$ cat config.mk
export PLATFORM = sky130hd
export DESIGN_NAME = rival_car_controller_flat
export DESIGN_NICKNAME = d
export VERILOG_FILES = /design/src/rtl/rival_car_controller_if.sv /design/src/rtl/rival_car_controller.sv /design/src/flat_wrapper.sv
export SDC_FILE = /design/constraint.sdc
export NUM_CORES = 1
export LEC_CHECK = 0
export BUFFER_PORTS_ARGS = -buffer_cell sky130_fd_sc_hd__buf_4
export CORE_ASPECT_RATIO = 1.1
export CORE_UTILIZATION = 60
export DETAILED_ROUTE_END_ITERATION = 10
export GPL_ROUTABILITY_DRIVEN = 1
export PLACE_DENSITY = 0.79
export SLEW_MARGIN = 40
export SYNTH_ARGS = -nofsm -noshare
export SYNTH_HDL_FRONTEND = slang
export SYNTH_SLANG_ARGS = --single-unit
$ cat constraint.sdc
create_clock -name clk -period 3.6 [get_ports clk]
set_input_delay 0.36 -clock clk [delete_from_list [all_inputs] [get_ports clk]]
set_output_delay 0.36 -clock clk [all_outputs]
set_load 0.005 [all_outputs]
$ cat src/rtl/rival_car_controller_if.sv
// rival_car_controller_if: game-state inputs and rival car outputs between the car FSM, rival logic and display
interface rival_car_controller_if;
   logic       running;
   logic [9:0] player_x;
   logic [9:0] rival_x;
   logic [9:0] rival_y;
   logic       rival_visible;
   logic       rival_collision;
   logic [7:0] score;
   modport master (output running, player_x, input rival_x, rival_y, rival_visible, rival_collision, score);
   modport slave (input running, player_x, output rival_x, rival_y, rival_visible, rival_collision, score);
endinterface

$ cat src/rtl/rival_car_controller.sv
// rival_car_controller: spawns a rival car in an LFSR-chosen lane, scrolls it down, flags overlap with the player and counts passes
module rival_car_controller #(
   parameter int CLK_FREQ_HZ    = 100000000,
   parameter int SCROLL_FREQ_HZ = 50,
   parameter int MAX_COUNT      = CLK_FREQ_HZ / SCROLL_FREQ_HZ - 1,
   parameter int ROAD_LEFT      = 245,
   parameter int LANE_PITCH     = 18,
   parameter int CAR_WIDTH      = 14,
   parameter int CAR_HEIGHT     = 16,
   parameter int PLAYER_Y       = 400,
   parameter int SCREEN_H       = 480,
   parameter int MOVE_STEP      = 2,
   parameter int GAP_TICKS      = 25,
   parameter logic [7:0] LFSR_SEED = 8'hA5
) (
   input logic clk,
   input logic reset,
   rival_car_controller_if.slave bus
);
   typedef enum logic [2:0] {IDLE, SPAWN, DESCEND, GAP, HIT} state_t;
   state_t      state_q;
   logic [9:0]  x_q, y_q;
   logic        vis_q, col_q;
   logic [7:0]  score_q, lfsr_q;
   logic [23:0] div_q;
   logic [15:0] gap_q;
   logic        tick, overlap;
   logic [9:0]  spawn_x;
   logic [10:0] rx, ry, px;
   assign tick    = div_q == 24'(MAX_COUNT);
   assign spawn_x = 10'(ROAD_LEFT + 2) + 10'(lfsr_q[1:0]) * 10'(LANE_PITCH);
   assign rx = {1'b0, x_q};
   assign ry = {1'b0, y_q};
   assign px = {1'b0, bus.player_x};
   // 11-bit sums so the edge comparisons never wrap
   assign overlap = rx < px + 11'(CAR_WIDTH) && px < rx + 11'(CAR_WIDTH) &&
                    ry + 11'(CAR_HEIGHT) > 11'(PLAYER_Y) && ry < 11'(PLAYER_Y + CAR_HEIGHT);
   always_ff @(posedge clk or posedge reset)
      if (reset) begin
         state_q <= IDLE;
         x_q     <= '0;
         y_q     <= '0;
         vis_q   <= 1'b0;
         col_q   <= 1'b0;
         score_q <= '0;
         lfsr_q  <= LFSR_SEED;
         div_q   <= '0;
         gap_q   <= '0;
      end else begin
         div_q <= tick ? '0 : div_q + 24'd1;
         case (state_q)
            IDLE: if (bus.running) state_q <= SPAWN;
            SPAWN: begin
               x_q     <= spawn_x;
               y_q     <= '0;
               vis_q   <= 1'b1;
               lfsr_q  <= {lfsr_q[6:0], lfsr_q[7] ^ lfsr_q[5] ^ lfsr_q[4] ^ lfsr_q[3]};
               state_q <= DESCEND;
            end
            // collision has priority over leaving the screen
            DESCEND: if (bus.running) begin
               if (overlap) begin
                  col_q   <= 1'b1;
                  state_q <= HIT;
               end else if (y_q >= 10'(SCREEN_H)) begin
                  vis_q   <= 1'b0;
                  score_q <= score_q == 8'hFF ? score_q : score_q + 8'd1;
                  gap_q   <= '0;
                  state_q <= GAP;
               end else if (tick) y_q <= y_q + 10'(MOVE_STEP);
            end
            GAP: if (bus.running && tick) begin
               gap_q <= gap_q + 16'd1;
               if (gap_q == 16'(GAP_TICKS - 1)) state_q <= SPAWN;
            end
            default: ;
         endcase
      end
   assign bus.rival_x         = x_q;
   assign bus.rival_y         = y_q;
   assign bus.rival_visible   = vis_q;
   assign bus.rival_collision = col_q;
   assign bus.score           = score_q;
endmodule

$ cat src/flat_wrapper.sv
// flat-port wrapper written by rule: the top's interface ports become plain ports
module rival_car_controller_flat 
#(
   parameter int CLK_FREQ_HZ    = 100000000,
   parameter int SCROLL_FREQ_HZ = 50,
   parameter int MAX_COUNT      = CLK_FREQ_HZ / SCROLL_FREQ_HZ - 1,
   parameter int ROAD_LEFT      = 245,
   parameter int LANE_PITCH     = 18,
   parameter int CAR_WIDTH      = 14,
   parameter int CAR_HEIGHT     = 16,
   parameter int PLAYER_Y       = 400,
   parameter int SCREEN_H       = 480,
   parameter int MOVE_STEP      = 2,
   parameter int GAP_TICKS      = 25,
   parameter logic [7:0] LFSR_SEED = 8'hA5
)
  (clk, reset, bus_running, bus_player_x, bus_rival_x, bus_rival_y, bus_rival_visible, bus_rival_collision, bus_score);
  rival_car_controller_if bus_i ();
  input logic clk;
  input logic reset;
  input wire logic [$bits(bus_i.running)-1:0] bus_running;
  input wire logic [$bits(bus_i.player_x)-1:0] bus_player_x;
  output wire logic [$bits(bus_i.rival_x)-1:0] bus_rival_x;
  output wire logic [$bits(bus_i.rival_y)-1:0] bus_rival_y;
  output wire logic [$bits(bus_i.rival_visible)-1:0] bus_rival_visible;
  output wire logic [$bits(bus_i.rival_collision)-1:0] bus_rival_collision;
  output wire logic [$bits(bus_i.score)-1:0] bus_score;
  assign bus_i.running = bus_running;
  assign bus_i.player_x = bus_player_x;
  assign bus_rival_x = bus_i.rival_x;
  assign bus_rival_y = bus_i.rival_y;
  assign bus_rival_visible = bus_i.rival_visible;
  assign bus_rival_collision = bus_i.rival_collision;
  assign bus_score = bus_i.score;
  rival_car_controller #(.CLK_FREQ_HZ(CLK_FREQ_HZ), .SCROLL_FREQ_HZ(SCROLL_FREQ_HZ), .MAX_COUNT(MAX_COUNT), .ROAD_LEFT(ROAD_LEFT), .LANE_PITCH(LANE_PITCH), .CAR_WIDTH(CAR_WIDTH), .CAR_HEIGHT(CAR_HEIGHT), .PLAYER_Y(PLAYER_Y), .SCREEN_H(SCREEN_H), .MOVE_STEP(MOVE_STEP), .GAP_TICKS(GAP_TICKS), .LFSR_SEED(LFSR_SEED)) u_core (.clk(clk), .reset(reset), .bus(bus_i));
endmodule
Yosys cells after proc, flatten, opt, wreduce, memory -nomap -nowiden. Index checks and enable logic that the tools add are counted.

Flip-flop bits (word level): 81. Bits of input ports: 13.

Muxes and demuxes: 22. Reductions and logical operators: 14. Multipliers: 1. Equality and inequality tests: 15. $add $sub $neg: 8. Bitwise logic cells: 5. $lt $le $gt $ge: 5.

Operator list (number): $mux 16 (4); $mux 10 (4); $pmux 16 s2 (1); $add 24x1->24 const B (1); $eq 24x21->1 const B (1); $mux 24 (1); $add 10x4->11 const B (2); $lt 10x11->1 (2); $pmux 10 s2 (1); $mux 3 (6); $add 16x1->16 const B (1); $eq 16x5->1 const B (1); $reduce_and 5->1 (3); $pmux 3 s4 (1); $add 10x5->11 const B (1); $gt 11x9->1 const B (1); $add 10x2->10 const B (1); $ge 10x9->1 const B (1); $lt 10x9->1 const B (1); $add 8x7->9 const A (1); $add 8x1->8 const B (1); $eq 8x8->1 const B (1); $ne 2x1->1 const B (4); $ne 2x2->1 const B (4); 15 further kinds (25).

Logic depth before layout (Yosys ltp). Gate-level depths: netlist of run 1.

Depth after elaboration: 8. Gate-level depth with buffers: 13. Gate-level depth less buffers: 12.

Worst setup path before layout of run 1. OpenSTA, ideal clock, no wires.

Path kind: input to register. Start point: input port bus_player_x[3]. End point: register u_core.y_q[2], in the netlist u_core.bus.rival_y[2]. Data arrival time: 2511 ps. Setup slack: 962 ps. Library setup time: 126 ps. Data required time: 3474 ps. Cell stages on the path: 12. Buffers on the path: 1. Cell sequence: nor3_1 > nor2_1 > and3_1 > xnor2_1 > ha_1 > a21oi_1 > nand2b_1 > o311a_1 > nor3_1 > buf_2 > nand3b_1 > o22ai_1.

Cells in the longest elaborated chain, start to end: 7. Elaborated cells between the ends (all ways): 8. Those cells by class: 1 x add/sub; 2 x order compare; 1 x eq/ne; 4 x reduce/logical.

RTL lines: from (decl) (line flat_wrapper.sv:22) `input wire logic [$bits(bus_i.player_x)-1:0] bus_player_x;`; $add 10x4->11 (line rival_car_controller.sv:36) `assign overlap = rx < px + 11'(CAR_WIDTH) && px < rx + 11'(CAR_WIDTH) &&`; $lt 10x11->1 (line rival_car_controller.sv:36); $logic_and 1x1->1 (*) (2 in series) (line rival_car_controller.sv:36); $logic_and 1x1->1 (*) (line rival_car_controller.sv:37) `ry + 11'(CAR_HEIGHT) > 11'(PLAYER_Y) && ry < 11'(PLAYER_Y + CAR_HEIGHT);`; $ne 2x2->1 (no line) (*); $reduce_and 5->1 (no line) (*); to (signal assigned) (line rival_car_controller.sv:70) `end else if (tick) y_q <= y_q + 10'(MOVE_STEP);`; to (decl) (line rival_car_controller.sv:22) `logic [9:0] x_q, y_q;`.

Every way passes the cells marked *; elsewhere a longest branch is shown, timed or not. A chain may end at the register's enable or synchronous reset.

Worst setup path after layout of run 1.
Start point: register u_core.x_q[4], in the netlist u_core.bus.rival_x[4]. End point: register u_core.y_q[8], in the netlist u_core.bus.rival_y[8].

Cells in the longest elaborated chain, start to end: 7. Elaborated cells between the ends (all ways): 8. Those cells by class: 1 x add/sub; 2 x order compare; 1 x eq/ne; 4 x reduce/logical.

RTL lines: from (decl) (line rival_car_controller.sv:22); from (signal assigned) (line rival_car_controller.sv:54) `x_q <= spawn_x;`; $add 10x4->11 (line rival_car_controller.sv:36); $lt 10x11->1 (line rival_car_controller.sv:36); $logic_and 1x1->1 (*) (2 in series) (line rival_car_controller.sv:36); $logic_and 1x1->1 (*) (line rival_car_controller.sv:37); $ne 2x2->1 (no line) (*); $reduce_and 5->1 (no line) (*).

Marks and branches as above.

==> results of run 1 <==
==> layer usage <==
metal,global-route usage,part of all wire,routed length (um),up-vias
li1,-,-,-,1788
met4,0.1031,0.020,183,0
met5,0,0,0,-
met1,0.3195,0.45,4189,1754
met3,0.05384,0.044,412,23
met2,0.4382,0.49,4540,86
==> tightest hold or removal path, delay by kind of cell <==
kind	cells	cell delay (ns)
buffers and inverters	3	0.48
==> how the worst max path moves through the flow <==
stage                                      from                    end  depth (start not counted)
after CTS                 u_core.bus.rival_x[4]  u_core.bus.rival_y[8]                         13
after global placement          bus_player_x[3]  u_core.bus.rival_y[8]                         13
after floorplan                 bus_player_x[3]  u_core.bus.rival_y[2]                         12
after global routing      u_core.bus.rival_x[4]  u_core.bus.rival_y[8]                         13
final                     u_core.bus.rival_x[4]  u_core.bus.rival_y[8]                         13
after detailed placement        bus_player_x[3]  u_core.bus.rival_y[8]                         13
==> Yosys cell counts, drive strengths merged (2+ instances only) <==
| library cell | number | share of area |
|---|---|---|
| or3 | 3 | 0.0052 |
| dfstp | 4 | 0.023 |
| and2 | 3 | 0.0041 |
| nand2 | 69 | 0.057 |
| mux2i | 6 | 0.016 |
| dfrtp | 71 | 0.39 |
| a21o | 2 | 0.0033 |
| nand4b | 2 | 0.0039 |
| nor4b | 4 | 0.010 |
| nand2b | 10 | 0.014 |
| clkbuf | 7 | 0.0058 |
| nand3 | 31 | 0.038 |
| o22ai | 2 | 0.0027 |
| nand3b | 4 | 0.0066 |
| o311ai | 2 | 0.0039 |
| buf | 12 | 0.018 |
| a211oi | 2 | 0.0033 |
| o31ai | 10 | 0.018 |
| o21ai | 30 | 0.033 |
| nor3 | 11 | 0.012 |
| nor3b | 3 | 0.0060 |
| o41ai | 3 | 0.0058 |
| xnor2 | 23 | 0.044 |
| a31oi | 6 | 0.0083 |
| and4 | 3 | 0.0063 |
| o21a | 3 | 0.0050 |
| nor4 | 4 | 0.0069 |
| nor2 | 31 | 0.026 |
| inv | 19 | 0.016 |
| nand4 | 12 | 0.017 |
| mux2 | 2 | 0.0050 |
| xor2 | 17 | 0.033 |
| or4 | 4 | 0.0066 |
| ha | 30 | 0.083 |
| a31o | 2 | 0.0039 |
| nor2b | 5 | 0.0069 |
| a21oi | 8 | 0.0096 |
| and3 | 14 | 0.019 |
==> final cells by class <==
class                           count  area, um^2  area share
Clock buffer                       11       131.4     0.02579
Clock inverter                      5       61.31     0.01204
Inverter                           19       71.32     0.01400
Multi-Input combinational cell    373        2499      0.4905
Sequential cell                    75        1882      0.3694
Tap cell                           85       106.4     0.02088
Timing Repair Buffer               44       342.8     0.06731
==> cells by family after synthesis <==
family / Yosys count / synth area share
AO/OA/AOI/OAI: 77 / 0.1139
XOR/XNOR: 40 / 0.07701
adder cells (fa/ha/maj): 30 / 0.08251
buffers and inverters: 38 / 0.03933
flip-flops: 75 / 0.4136
multiplexers: 8 / 0.02090
other: 1 / 0.0008243
AND/OR/NAND/NOR: 216 / 0.2519
==> registers in the layout, summed over array words and instances (netlist names) <==
signal,cells
u_core.bus.rival_y,9
u_core.div_q,24
u_core.state_q,3
u_core.gap_q,16
u_core.bus.rival_collision,1
u_core.bus.rival_x,5
u_core.bus.score,8
u_core.lfsr_q,8
u_core.bus.rival_visible,1
==> through the flow <==
stage	instances	worst slack [ns]
2_1_floorplan	486	0.9625
3_3_place_gp	596	0.7188
3_5_place_dp	596	0.6062
4_1_cts	612	0.6132
5_1_grt	612	0.3388
6_report	612	0.6254
==> power breakdown <==
group          switching [mW]  internal, mW  leakage (nW)  total (mW)
clock                   0.320         0.325        0.0979       0.644
combinational           0.191         0.172          1.25       0.362
sequential             0.0524         0.860         0.980       0.913
==> metrics.cfg, run 1 <==
[power_and_ir_drop]
powerDensity_nw_per_um2=376.8
p_leak_nw=2.328
power_mw=1.919
irDropWorstVdd_uv=199.2

[place]
gp_congestion=0.9521
place_area_um2=4895
hpwl_um=6644
portBuffers=40

[setup_path]
r2r_start=u_core.bus.rival_x[4]
max_stage_delay_ns=0.54
cp_max_fo=12
crit_arrival_ns=3.21
path_class=reg2reg
critPathBufInv=2
critical_path.top_delay_family=compound AO/OA/AOI/OAI gates
ff2ff_setup_slack_ns=0.63
cpMaxStageDelayCell=dfrtp_1
crit_path_end_kind=flip-flop
cp-start-kind=flip-flop
reg2regPathDepth=13
r2r_end=u_core.bus.rival_y[8]
path_common_cell=ha_1
critical_path_required_ns=3.84
crit_chain=inv_1 -> ha_1 -> nor2b_1 -> o31ai_1 -> ha_1 -> a21o_1 -> nand2_1 -> nand3_1 -> a41o_1 -> nor3_1 -> buf_4 -> or4_1 -> o41ai_1

[detailed_routing]
vias=3651
first_pass_iters=4
ant_nets=0
wl_per_cell_um=15.24
drtIter0Drc=185
drc_errors=0
totalWireLength_um=9326
vias_per_cell=5.966

[floorplanning]
io_pins=43
die_width_um=85.03
core_area_um2=7167
die_area_um2=7935
start_util=0.6348
die_y_um=93.33
std_cell_rows=32

[timing]
setup_viol=0
period_share=0.8263
rsz0062_at_grt=no
worst_clock_skew_ns=0.01171
max_freq_ghz=0.3362
fin_tns_setup_ns=0
maxSlewHeadroom=0.4897
hold_viol=0
fin_crit_ns=2.975
fin_hold_ws_ns=0.07996
drv_slew=0
worstMarginPinSlew_ns=0.7626

[logic_synthesis]
synthArstFlopShare=1.000
synth_flop_cell=dfrtp_1
synth_edf_count=0
yosys_warnings=0
synthesis.area_um2=4549
avgSynthCellArea_um2=9.380
synthCells=485
synth_seq_cells=75
yosysUniqueCellTypes=63
seq_area_frac_synth=0.4136

[clocking]
cts_hold_buf=0
cts_root_buffer=clkbuf_8
clockBufferDepth=2
clk_pin_slew_ns=0.08
postCtsSetupBuffers=0
cts_resized=0
cts_buffers=9
clk_latency_ns=0.35
cts.sinks=75
cts_max_level=3
cts_tree=built

[global_route]
overflow=0
grt_first_pass_wirelength_um=16080
track_usage=0.2572
grt_antenna_before_repair=0
grt_max_degree=76
first_global_vias=3643

[layout]
final_area_um2=5094
insertedDiodeCount=0
layout_commonest_cell=dfrtp_1
final_cell_mix=dfrtp_1 (71), nand2_1 (69), buf_4 (43)
nets=565
area_growth_pct=11.96
n_fill_cell=550
final_core_util=0.7107
layout-drive-gt1-share=0.1575

[hold_path]
hold_class=in2async

[outcome]
outcome=finished clean

[flow_run]
maxCapViolations=0

Power figures use the tool's default switching activity.
==> run 2, diff against run 1 <==
==> constraint.sdc (replaced) <==
create_clock -name clk -period 2.82 [get_ports clk]
set_input_delay 0.282 -clock clk [delete_from_list [all_inputs] [get_ports clk]]
set_output_delay 0.282 -clock clk [all_outputs]
set_load 0.005 [all_outputs]
==> metrics.cfg, run 2 (same netlist as run 1, synthesis figures left out) <==
[outcome]
outcome=finished clean  ; unchanged

[timing]
drv_slew=0  ; unchanged
hold_viol=0  ; unchanged
worstMarginPinSlew_ns=0.6942  ; was 0.7626 ns
period_share=0.9847  ; was 0.8263
setup_viol=0  ; unchanged
fin_crit_ns=2.777  ; was 2.975 ns
setup_slack_ns=0.04309  ; was 0.6254 ns
worst_clock_skew_ns=0.008244  ; was 0.01171 ns
max_freq_ghz=0.3601  ; was 0.3362 GHz
rsz0062_at_grt=yes  ; was no
maxSlewHeadroom=0.5372  ; was 0.4897
fin_tns_setup_ns=0  ; unchanged

[clocking]
clockBufferDepth=2  ; unchanged
cts_buffers=9  ; unchanged
cts_tree=built  ; unchanged
cts_max_level=3  ; unchanged
cts_root_buffer=clkbuf_8  ; unchanged
clk_latency_ns=0.35  ; about the same
cts.sinks=75  ; unchanged
clk_pin_slew_ns=0.07  ; was 0.08 ns

[floorplanning]
die_y_um=93.33  ; unchanged
core_area_um2=7167  ; unchanged
io_pins=43  ; unchanged
std_cell_rows=32  ; unchanged
die_area_um2=7935  ; unchanged
die_width_um=85.03  ; unchanged
start_util=0.6348  ; unchanged

[global_route]
first_global_vias=3693  ; was 3643
track_usage=0.2689  ; was 0.2572
overflow=0  ; unchanged
grt_antenna_before_repair=0  ; unchanged
grt_first_pass_wirelength_um=16930  ; was 16080 um
grt_max_degree=33  ; was 76

[setup_path]
ff2ff_setup_slack_ns=0.04  ; was 0.63 ns
r2r_end=u_core.bus.rival_y[8]  ; unchanged
critical_path_required_ns=3.06  ; was 3.84 ns
r2r_start=u_core.bus.rival_x[5]  ; was u_core.bus.rival_x[4]
reg2regPathDepth=12  ; was 13
cp-start-kind=flip-flop  ; unchanged
crit_arrival_ns=3.02  ; was 3.21 ns
cp_max_fo=7  ; was 12
crit_path_end_kind=flip-flop  ; unchanged
path_class=reg2reg  ; unchanged

[layout]
insertedDiodeCount=0  ; unchanged
area_growth_pct=17.77  ; was 11.96%
final_cell_mix=dfrtp_1 (71), nand2_1 (69), buf_4 (63)  ; was dfrtp_1 (71), nand2_1 (69), buf_4 (43)
final_core_util=0.7476  ; was 0.7107
largest_reg_flops=24  ; unchanged
layout_commonest_cell=dfrtp_1  ; unchanged
layout-drive-gt1-share=0.2084  ; was 0.1575
regMostFlops=u_core.div_q  ; unchanged
final_area_um2=5358  ; was 5094 um^2
nets=585  ; was 565

[hold_path]
hold_class=in2reg  ; was in2async
hold-path-endpoint=u_core.bus.rival_collision
holdCritStartpoint=bus_running
hold_depth=2

[detailed_routing]
drtIter0Drc=243  ; was 185
vias_per_cell=6.066  ; was 5.966
ant_nets=0  ; unchanged
first_pass_iters=5  ; was 4
wl_per_cell_um=15.84  ; was 15.24 um
vias=3834  ; was 3651
drc_errors=0  ; unchanged
totalWireLength_um=10010  ; was 9326 um

[place]
gp_congestion=0.9212  ; was 0.9521
preCtsSetupSlack_ns=-0.08252  ; was 0.6062 ns
hpwl_um=6956  ; was 6644 um
portBuffers=40  ; unchanged
place_area_um2=4972  ; was 4895 um^2

[power_and_ir_drop]
p_leak_nw=2.477  ; was 2.328 nW
p_clk_frac=0.370  ; was 0.336
irDropWorstVdd_uv=379.7  ; was 199.2 uV
p_sw_uw=749.3  ; was 562.9 uW
p_sw_frac=0.2739  ; was 0.2933
combPwrFrac=0.210  ; was 0.189
p_int_mw=1.987  ; was 1.356 mW
pwr-share-seq=0.420  ; was 0.476
power_mw=2.736  ; was 1.919 mW
powerDensity_nw_per_um2=510.7  ; was 376.8 nW/um^2

[flow_run]
maxCapViolations=0  ; unchanged

run 2: changes by cell type in the layout (fill, tap and decap cells not counted), sizes merged:
| cell | before | now |
|---|---|---|
| dlygate4sd3 | 0 | 1 |
| buf | 44 | 63 |
| clkinv | 3 | 1 |
| bufinv | 1 | 3 |
| clkbuf | 11 | 12 |
| inv | 20 | 19 |
run 2: how the worst max path moves through the flow:
stage                     startpoint                     to  depth (start not counted)  slack, ns
2_1_floorplan  u_core.bus.rival_x[5]  u_core.bus.rival_y[2]                         13       0.21
3_3_place_gp         bus_player_x[1]  u_core.bus.rival_y[8]                         14       0.10
3_5_place_dp         bus_player_x[1]  u_core.bus.rival_y[8]                         14      -0.08
4_1_cts        u_core.bus.rival_x[5]  u_core.bus.rival_y[8]                         12       0.04
5_1_grt        u_core.bus.rival_x[5]  u_core.bus.rival_y[8]                         12      -0.09
6_report       u_core.bus.rival_x[5]  u_core.bus.rival_y[8]                         12       0.04
run 2: routing by layer:
layer,wire length (um),GRT usage,share of wire,vias to the layer above
met2,4951,0.4543,0.49,134
li1,-,-,-,1832
met4,190,0.1102,0.019,0
met1,4364,0.3417,0.44,1846
met5,0,0,0,-
met3,506,0.04854,0.051,22
run 2: stage by stage:
step / std cells / hold slack [ns]
6_report: 632 / 0.2101
5_1_grt: 632 / 0.2158
4_1_cts: 625 / 0.1970
3_5_place_dp: 608 / 0.3106
3_3_place_gp: 608 / 0.3043
2_1_floorplan: 486 / 0.4331
run 2: cell type report:
cell class | instances | area (um^2)
clock inverter | 4 | 98.84
timing repair buffer | 64 | 483.0
sequential | 75 | 1882
clock buffer | 12 | 145.1
fill | 508 | 1809
multi-input combinational | 373 | 2571
inverter | 19 | 71.32
tap | 85 | 106.4
run 2: timing repair:
item                       CTS  global route
setup endpoints to repair    1             8
cloned                       0             0
hold buffers                 1             0
resized for setup            1            16
hold endpoints to repair    15             0
pin swaps                    0            11
setup buffers                0             7
run 2: worst max-delay path, cell delays in order, from the launching register on:
cell,delay (ns)
dfrtp_1,0.43
ha_2,0.22
ha_4,0.25
inv_1,0.03
ha_1,0.31
nand2_1,0.06
o21a_1,0.17
o21ai_1,0.07
a41o_1,0.20
nor3_2,0.04
buf_4,0.16
or4_4,0.42
o41ai_2,0.31
run 2: power by group through the flow:
stage                     Clock, mW  Combinational (mW)  Sequential, mW
after floorplan                   0               0.339            1.16
after global placement            0               0.490            1.16
after detailed placement          0               0.517            1.17
after CTS                      1.03               0.520            1.14
after global routing           1.07               0.641            1.16
final                          1.01               0.576            1.15
